<file path="src/rtl/lcd_sequencer_pkg.sv">
// rtl/lcd_sequencer_pkg.sv - shared types and constants for the LCD sequencer
package lcd_sequencer_pkg;

    typedef enum logic [1:0] {
        ST_IDLE    = 2'd0,
        ST_LOAD    = 2'd1,
        ST_ISSUE   = 2'd2,
        ST_RELEASE = 2'd3
    } state_t;

    localparam int BUF_DEPTH     = 32;
    localparam int REFRESH_STEPS = 34;

    localparam logic [7:0] CMD_FUNC_SET       = 8'h38;
    localparam logic [7:0] CMD_DISP_ON        = 8'h0C;
    localparam logic [7:0] CMD_CLEAR          = 8'h01;
    localparam logic [7:0] CMD_ENTRY_MODE     = 8'h06;
    localparam logic [7:0] CMD_LINE1_ADDR     = 8'h80;
    localparam logic [7:0] LINE2_ADDR_DEFAULT = 8'hC0;

    // Power-up command list; entries past the fourth repeat entry mode, which is harmless
    function automatic logic [7:0] init_cmd(input logic [5:0] idx);
        case (idx)
            6'd0:    init_cmd = CMD_FUNC_SET;
            6'd1:    init_cmd = CMD_DISP_ON;
            6'd2:    init_cmd = CMD_CLEAR;
            default: init_cmd = CMD_ENTRY_MODE;
        endcase
    endfunction

endpackage

</file>
<file path="src/rtl/lcd_char_buf.sv">
// rtl/lcd_char_buf.sv - 32x8 character buffer, one sync write port, one async read port
module lcd_char_buf
    import lcd_sequencer_pkg::*;
(
    input  logic       clk,
    input  logic       rst,
    input  logic       wr_en,
    input  logic [4:0] wr_addr,
    input  logic [7:0] wr_data,
    input  logic [4:0] rd_addr,
    output logic [7:0] rd_data
);

    logic [7:0] mem [BUF_DEPTH];

    // Reset fills the display with spaces; host writes land on the clock edge
    always_ff @(posedge clk or negedge rst) begin
        if (!rst) begin
            for (int i = 0; i < BUF_DEPTH; i++) begin
                mem[i] <= 8'h20;
            end
        end else if (wr_en) begin
            mem[wr_addr] <= wr_data;
        end
    end

    assign rd_data = mem[rd_addr];

endmodule

</file>
<file path="src/rtl/lcd_sequencer.sv">
// rtl/lcd_sequencer.sv - runs the LCD init list, then refreshes both lines whenever the buffer changes
module lcd_sequencer
    import lcd_sequencer_pkg::*;
#(
    parameter int         NUM_INIT   = 4,
    parameter logic [7:0] LINE2_ADDR = LINE2_ADDR_DEFAULT
) (
    input  logic       clk,
    input  logic       rst,
    input  logic       wr_en,
    input  logic [4:0] wr_addr,
    input  logic [7:0] wr_data,
    input  logic       is_ready,
    input  logic       cmd_done,
    output logic       rs_out,
    output logic       rw_out,
    output logic [7:0] data_out,
    output logic       execute,
    output logic       init_done,
    output logic       busy
);

    localparam logic [5:0] INIT_LAST    = 6'(NUM_INIT - 1);
    localparam logic [5:0] REFRESH_LAST = 6'(REFRESH_STEPS - 1);

    state_t     state;
    state_t     next_state;
    logic [5:0] step;
    logic [5:0] last_step;
    logic       dirty;
    logic [4:0] rd_addr;
    logic [7:0] rd_data;
    logic       load_rs;
    logic [7:0] load_data;
    logic       step_done;

    lcd_char_buf u_char_buf (
        .clk     (clk),
        .rst     (rst),
        .wr_en   (wr_en),
        .wr_addr (wr_addr),
        .wr_data (wr_data),
        .rd_addr (rd_addr),
        .rd_data (rd_data)
    );

    assign last_step = init_done ? REFRESH_LAST : INIT_LAST;
    assign rw_out    = 1'b0;

    // State register
    always_ff @(posedge clk or negedge rst) begin
        if (!rst) begin
            state <= ST_IDLE;
        end else begin
            state <= next_state;
        end
    end

    // Next-state logic; RELEASE waits for the controller to go idle before moving on
    always_comb begin
        next_state = state;
        case (state)
            ST_IDLE:    if (!init_done || (dirty && is_ready)) next_state = ST_LOAD;
            ST_LOAD:    next_state = ST_ISSUE;
            ST_ISSUE:   if (cmd_done) next_state = ST_RELEASE;
            ST_RELEASE: if (is_ready) next_state = (step == last_step) ? ST_IDLE : ST_LOAD;
            default:    next_state = ST_IDLE;
        endcase
    end

    // Step content selection: refresh steps 1-16 read cells 0-15, steps 18-33 read cells 16-31
    always_comb begin
        busy      = (state != ST_IDLE) || !init_done;
        step_done = (state == ST_RELEASE) && is_ready;
        rd_addr   = (step <= 6'd16) ? 5'(step - 6'd1) : 5'(step - 6'd2);
        load_rs   = 1'b0;
        load_data = 8'h00;
        if (!init_done) begin
            load_data = init_cmd(step);
        end else if (step == 6'd0) begin
            load_data = CMD_LINE1_ADDR;
        end else if (step == 6'd17) begin
            load_data = LINE2_ADDR;
        end else begin
            load_rs   = 1'b1;
            load_data = rd_data;
        end
    end

    // Datapath: step counter, dirty/init flags, held bus outputs and registered execute
    always_ff @(posedge clk or negedge rst) begin
        if (!rst) begin
            step      <= 6'd0;
            dirty     <= 1'b0;
            init_done <= 1'b0;
            execute   <= 1'b0;
            rs_out    <= 1'b0;
            data_out  <= 8'h00;
        end else begin
            execute <= (next_state == ST_ISSUE);
            if (state == ST_LOAD) begin
                rs_out   <= load_rs;
                data_out <= load_data;
            end
            if (step_done) begin
                step <= (step == last_step) ? 6'd0 : step + 6'd1;
                if (step == last_step && !init_done) begin
                    init_done <= 1'b1;
                end
            end
            // A host write always wins so a change mid-refresh is never lost
            if (wr_en || (step_done && step == last_step && !init_done)) begin
                dirty <= 1'b1;
            end else if (state == ST_LOAD && init_done && step == 6'd0) begin
                dirty <= 1'b0;
            end
        end
    end

endmodule

</file>
<file path="config.mk">
export PLATFORM = sky130hd
export DESIGN_NAME = lcd_sequencer
export DESIGN_NICKNAME = d
export VERILOG_FILES = /design/src/rtl/lcd_sequencer_pkg.sv /design/src/rtl/lcd_char_buf.sv /design/src/rtl/lcd_sequencer.sv
export SDC_FILE = /design/constraint.sdc
export NUM_CORES = 1
export LEC_CHECK = 0
export CAP_MARGIN = 30
export CORE_MARGIN = 1
export CORE_UTILIZATION = 58
export CTS_CLUSTER_SIZE = 40
export DETAILED_ROUTE_END_ITERATION = 7
export PLACE_DENSITY = 0.82
export SKIP_LAST_GASP = 1
export SLEW_MARGIN = 0
export SYNTH_ARGS = -nofsm -noshare
export SYNTH_HDL_FRONTEND = slang
export SYNTH_SLANG_ARGS = --single-unit
export TNS_END_PERCENT = 100
</file>
<file path="constraint.sdc">
create_clock -name clk -period 7.3 [get_ports clk]
set_clock_uncertainty 0.05 [all_clocks]
set_input_delay 1.095 -clock clk [delete_from_list [all_inputs] [get_ports clk]]
set_output_delay 1.095 -clock clk [all_outputs]
set_load 0.05 [all_outputs]
</file>
## Yosys cells after proc, flatten, opt, wreduce, memory -nomap -nowiden

Index checks and enable logic that the tools add are counted.
W data, S select, Z words.

- Register bits: 276
- Logic and storage cells: 96
- Output and inout bits: 13

- $add $sub $neg: 3
- $lt $le $gt $ge: 4
- Bitwise operators: 2
- Mux-type cells: 23
- Reduce and logical (&&, ||, !) cells: 17
- Equal/unequal tests: 8

Operators by type and width:

| kind | number |
|---|---|
| $bwmux W256 | 1 |
| $mux W8 | 6 |
| $bmux W8 S5 | 1 |
| $demux W8 S5 | 1 |
| $pmux W6 S3 | 1 |
| $ge A6 B6 Y1 const B | 2 |
| $mux W6 | 2 |
| $not A5 Y6 | 2 |
| $logic_and A1 B1 Y1 | 8 |
| $pmux W2 S4 | 1 |
| $add A6 B1 Y6 const B | 1 |
| $eq A2 B2 Y1 const B | 3 |
| $eq A6 B1 Y1 const B | 1 |
| $eq A6 B2 Y1 const B | 1 |
| $eq A6 B5 Y1 const B | 1 |
| $eq A6 B6 Y1 | 1 |
| $le A6 B5 Y1 const B | 1 |
| $logic_not A6 Y1 | 1 |
| $lt A6 B1 Y1 const B | 1 |
| $mux W1 | 6 |
| $mux W2 | 3 |
| $mux W5 | 1 |
| $sub A5 B1 Y5 const B | 1 |
| $sub A5 B2 Y5 const B | 1 |
| other kinds (6) | 9 |

## Logic depth before layout (Yosys ltp)

- Word-level depth: 9
- Depth in mapped cells: 16
- Mapped depth without buffers: 9

## Hierarchy

From an unflattened synthesis, not the netlist that was laid out.

- Cell total of the unflattened synthesis: 835
- Area total of the unflattened synthesis: 12928.6 µm²

By module, submodules not included:

| module | area an instance (µm²) | cells each | instances |
|---|---|---|---|
| lcd_char_buf | 11688.7 | 699 | 1 |
| lcd_sequencer | 1239.9 | 136 | 1 |

## Worst setup path after synthesis

OpenSTA, ideal clock, no wires.

- Path type: register -> register
- Start point: register step[0]
- End point: register data_out[2]
- Cell stages (with the launch flop): 16
- Slack: 3.647 ns
- Buffers on the path: 7
- Data arrival time: 3.483 ns
- Path through: dfrtp_1 -> buf_2 -> inv_1 -> clkbuf_1 -> clkbuf_1 -> ha_1 -> buf_4 -> or4b_4 -> buf_6 -> nand2_2 -> buf_4 -> buf_4 -> a21oi_1 -> a2111oi_0 -> o31ai_1 -> a31o_2

- Word-level cells in the longest chain between the ends: 9

Ends and longest elaborated chain:

| element | RTL line | text |
|---|---|---|
| start, declared | lcd_sequencer.sv:28 | `logic [5:0] step;` |
| start signal, assigned | lcd_sequencer.sv:106 | `step <= (step == last_step) ? 6'd0 : step + 6'd1;` |
| $sub A5 B2 Y5, or another cell as far along | lcd_sequencer.sv:75 | `rd_addr = (step <= 6'd16) ? 5'(step - 6'd1) : 5'(step - 6'd2);` |
| $mux W5 | lcd_sequencer.sv:75 |  |
| $not A5 Y6 (implied by the code) | lcd_char_buf.sv:27 | `assign rd_data = mem[rd_addr];` |
| $bmux W8 S5 | lcd_char_buf.sv:27 |  |
| $mux W8 (implied by the code) (2 in a row) | lcd_char_buf.sv:27 |  |
| $mux W8 | lcd_sequencer.sv:82 | `end else if (step == 6'd17) begin` |
| $mux W8 | lcd_sequencer.sv:80 | `end else if (step == 6'd0) begin` |
| $mux W8 * | lcd_sequencer.sv:78 | `if (!init_done) begin` |
| end signal, assigned | lcd_sequencer.sv:103 | `data_out <= load_data;` |
| end, declared | lcd_sequencer.sv:17 | `output logic [7:0] data_out,` |

Mark *: on every way between the ends. The rest lies on a longest branch, timed or not. The select of a mux whose other input is x is not followed.
A chain may end at the register's enable or synchronous reset.

## Final worst setup path

- Start point: register step[0]
- End point: register data_out[6]

- Word-level cells in the longest chain between the ends: 9

Ends and longest elaborated chain:

| element | RTL line |
|---|---|
| $sub A5 B2 Y5, or another cell as far along | lcd_sequencer.sv:75 |
| $mux W5 | lcd_sequencer.sv:75 |
| $not A5 Y6 (implied by the code) | lcd_char_buf.sv:27 |
| $bmux W8 S5 | lcd_char_buf.sv:27 |
| $mux W8 (implied by the code) (2 in a row) | lcd_char_buf.sv:27 |
| $mux W8 | lcd_sequencer.sv:82 |
| $mux W8 * | lcd_sequencer.sv:80 |
| $mux W8 * | lcd_sequencer.sv:78 |

Marked as above.

==> metrics <==
cell count after synthesis about 1200; vias in the first global route ~11000; Synth area leader dfrtp_1; Filler cells 1891; synthesized area per cell around 12 um^2; crit end category flip-flop; Core Area approximately 25000 um^2; Hold Violations, Final 0; Die X approximately 160 um; outcome finished clean; die area around 26000 um^2; Die Y between 150 and 200 um; most frequent cells after synthesis mux2_2, dfrtp_1, mux2i_1, nand2_1, clkbuf_1; Arr. time, crit path just under 5 ns; CTS Buf Count 29; PnR worst setup slack 2.81 ns; setup repair bufs after CTS 0; Critical-path top delay cell nand2_1; clk_lat worst skew approximately 0.57 ns; critical path buffer and inverter count 3; Area growth, synth to finish 9.87%; Clock Path Buffers 3; P_leak between 7 and 8 nW; DRC 0; HP Start u_char_buf.mem[108]$_DFFE_PN0P_; clock sinks ~280; Critical Path RT 7.67 ns; fin util 0.649; FF-to-FF path depth 11; Top Ports 31; Synth top area share 0.412; Final #Nets roughly 1300; RSZ-0062 raised after global routing false; multi-input logic area approximately 7400 um^2; final setup TNS 0 ns; kind of critical path reg -> reg; ys async rst share 1.00; WHS 0.451 ns; delay-heaviest family, CP compound AO/OA/AOI/OAI gates; H-tree depth 1; count of maximum capacitance violations 0; sequential element share of the synthesized area 0.468; layout cells sized above 1 0.327; drt first-iter violations roughly 1000; total power just over 7 mW; startpoint types flip-flop; Netlist cell types 74; Worst slew margin 0.311; Peak supply drop roughly 0.29 mV; DR WL/cell approximately 25 um; Register Area about 6900 um^2; Worst path depth 11; gr usage total 0.311; Clock Pin Slew Worst Setup and Hold Paths roughly 0.060 ns; hold crit path type reg -> reg; first-pass GRT wire length 62.7 mm; Hold Buf Count CTS 0; ANT nets after route 0; YS warnings 0; Placement Setup Slack between 2 and 3 ns; ys flop type dfrtp_1; routed vias ~11000; row count 58; FF-to-FF setup slack 2.81 ns; PwrDens ~440 nW/um^2; total grt overflow 0; max-slew violation count 0; CP max stage delay ~0.8 ns; routed wire length around 40 mm; root buffer cell clkbuf_16; Worst R2R Start step[0]$_DFFE_PN0P_; Mapped Nets approximately 1300; hold path depth 1; Antenna Cells 0; port bufs 29; crit path time final roughly 4.5 ns; synth top area cells dfrtp_1, mux2_2, mux2i_1; dpl cell area 15300 um^2; CP max FO 50; initial antenna violation count 0; CTS tree built; cell area after synthesis between 10000 and 15000 um^2; placed insts approximately 1500; EDFF count, synth 0; largest net degree at the start of global routing ~180; HPWL after DPL approximately 26 mm; fin area around 16000 um^2; drt first pass iters 5; Slew @ Worst Pin roughly 1.0 ns; Placer Congestion 0.953; vias per inst 6.79; crit share post-route 0.616; PostCTS Resize Cnt 0; top-count cell post-synth mux2_2; synthesized flop and latch total 276; Peak Freq 0.223 GHz; crit-path cells buf_4 > inv_1 > ha_2 > nor4b_4 > buf_4 > o21ai_1 > nand2_1 > a2111oi_0 > a2111oi_0 > o31ai_1 > a32oi_1; Final setup violation count 0; r2r endpoint data_out[6]$_DFFE_PN0P_; Initial Util 0.591; Layout Cells excl Fill 1582; hold endpoint u_char_buf.mem[108]$_DFFE_PN0P_
[area by class of cell]
class,instances,share of cell area
multi-input combinational,865,0.455
clock buffer,48,0.0563
sequential,276,0.427
inverter,7,0.00161
timing repair buffer,50,0.0303
clock inverter,6,0.00530
tap,330,0.0253
[state kept, by name (all words and copies together), names as in the netlist]
name            cells
execute             1
init_done           1
dirty               1
step                6
u_char_buf.mem    256
rs_out              1
data_out            8
state               2
[power breakdown]
group / switching [mW] / total [mW] / internal, mW
combinational: 2.13 / 3.53 / 1.40
sequential: 0.281 / 2.16 / 1.88
clock: 0.614 / 1.54 / 0.922
[worst register-to-register path, cell delays in order, from the launching register on]
cell and delay [ns]:
dfrtp_2 0.34, buf_4 0.47, inv_1 0.16, ha_2 0.28
nor4b_4 0.14, buf_4 0.23, o21ai_1 0.63, nand2_1 0.81
a2111oi_0 0.64, a2111oi_0 0.14, o31ai_1 0.33, a32oi_1 0.14
[cell families after synthesis]
group                    share of synthesized area
multiplexers                                 0.295
flip-flops                                   0.468
AO/OA/AOI/OAI                                0.114
AND/OR/NAND/NOR                             0.0806
buffers and inverters                       0.0324
adder cells (fa/ha/maj)                    0.00675
XOR/XNOR                                   0.00236
other                                     0.000253
[cells in the final DEF (no fill, tap or decap), drive strengths merged, types with 4 or more instances in the layout]
| cell | n |
|---|---|
| nor3b | 4 |
| mux2 | 277 |
| a21boi | 7 |
| dfstp | 32 |
| nor2b | 20 |
| o32ai | 4 |
| o211ai | 10 |
| nand3b | 4 |
| a21oi | 27 |
| nand2 | 78 |
| or2 | 4 |
| mux4 | 8 |
| nor4 | 6 |
| a211oi | 43 |
| and2 | 4 |
| o31ai | 12 |
| nor3 | 14 |
| o221ai | 26 |
| buf | 22 |
| dfrtp | 244 |
| and3 | 14 |
| ha | 8 |
| a2111oi | 11 |
| clkdlybuf4s50 | 28 |
| a311oi | 5 |
| nand2b | 6 |
| o21ai | 18 |
| mux2i | 108 |
| a31oi | 6 |
| nor2 | 38 |
| clkbuf | 48 |
| inv | 8 |
| o22ai | 27 |
| nand3 | 23 |
[routing by layer]
layer / up-vias / share of wire / track usage
met4: 0 / 0.036 / 0.113
met5: - / 0 / 0
met2: 491 / 0.45 / 0.473
met1: 5489 / 0.43 / 0.434
met3: 101 / 0.085 / 0.0743
li1: 4664 / - / -
[worst max path at each step]
stage	start	endpoint
6_report	step[0]$_DFFE_PN0P_	data_out[6]$_DFFE_PN0P_
3_3_place_gp	step[0]$_DFFE_PN0P_	data_out[6]$_DFFE_PN0P_
3_5_place_dp	step[0]$_DFFE_PN0P_	data_out[6]$_DFFE_PN0P_
4_1_cts	step[0]$_DFFE_PN0P_	data_out[6]$_DFFE_PN0P_
5_1_grt	step[0]$_DFFE_PN0P_	data_out[6]$_DFFE_PN0P_
2_1_floorplan	step[0]$_DFFE_PN0P_	data_out[2]$_DFFE_PN0P_
(Power assumes the default switching activity.)
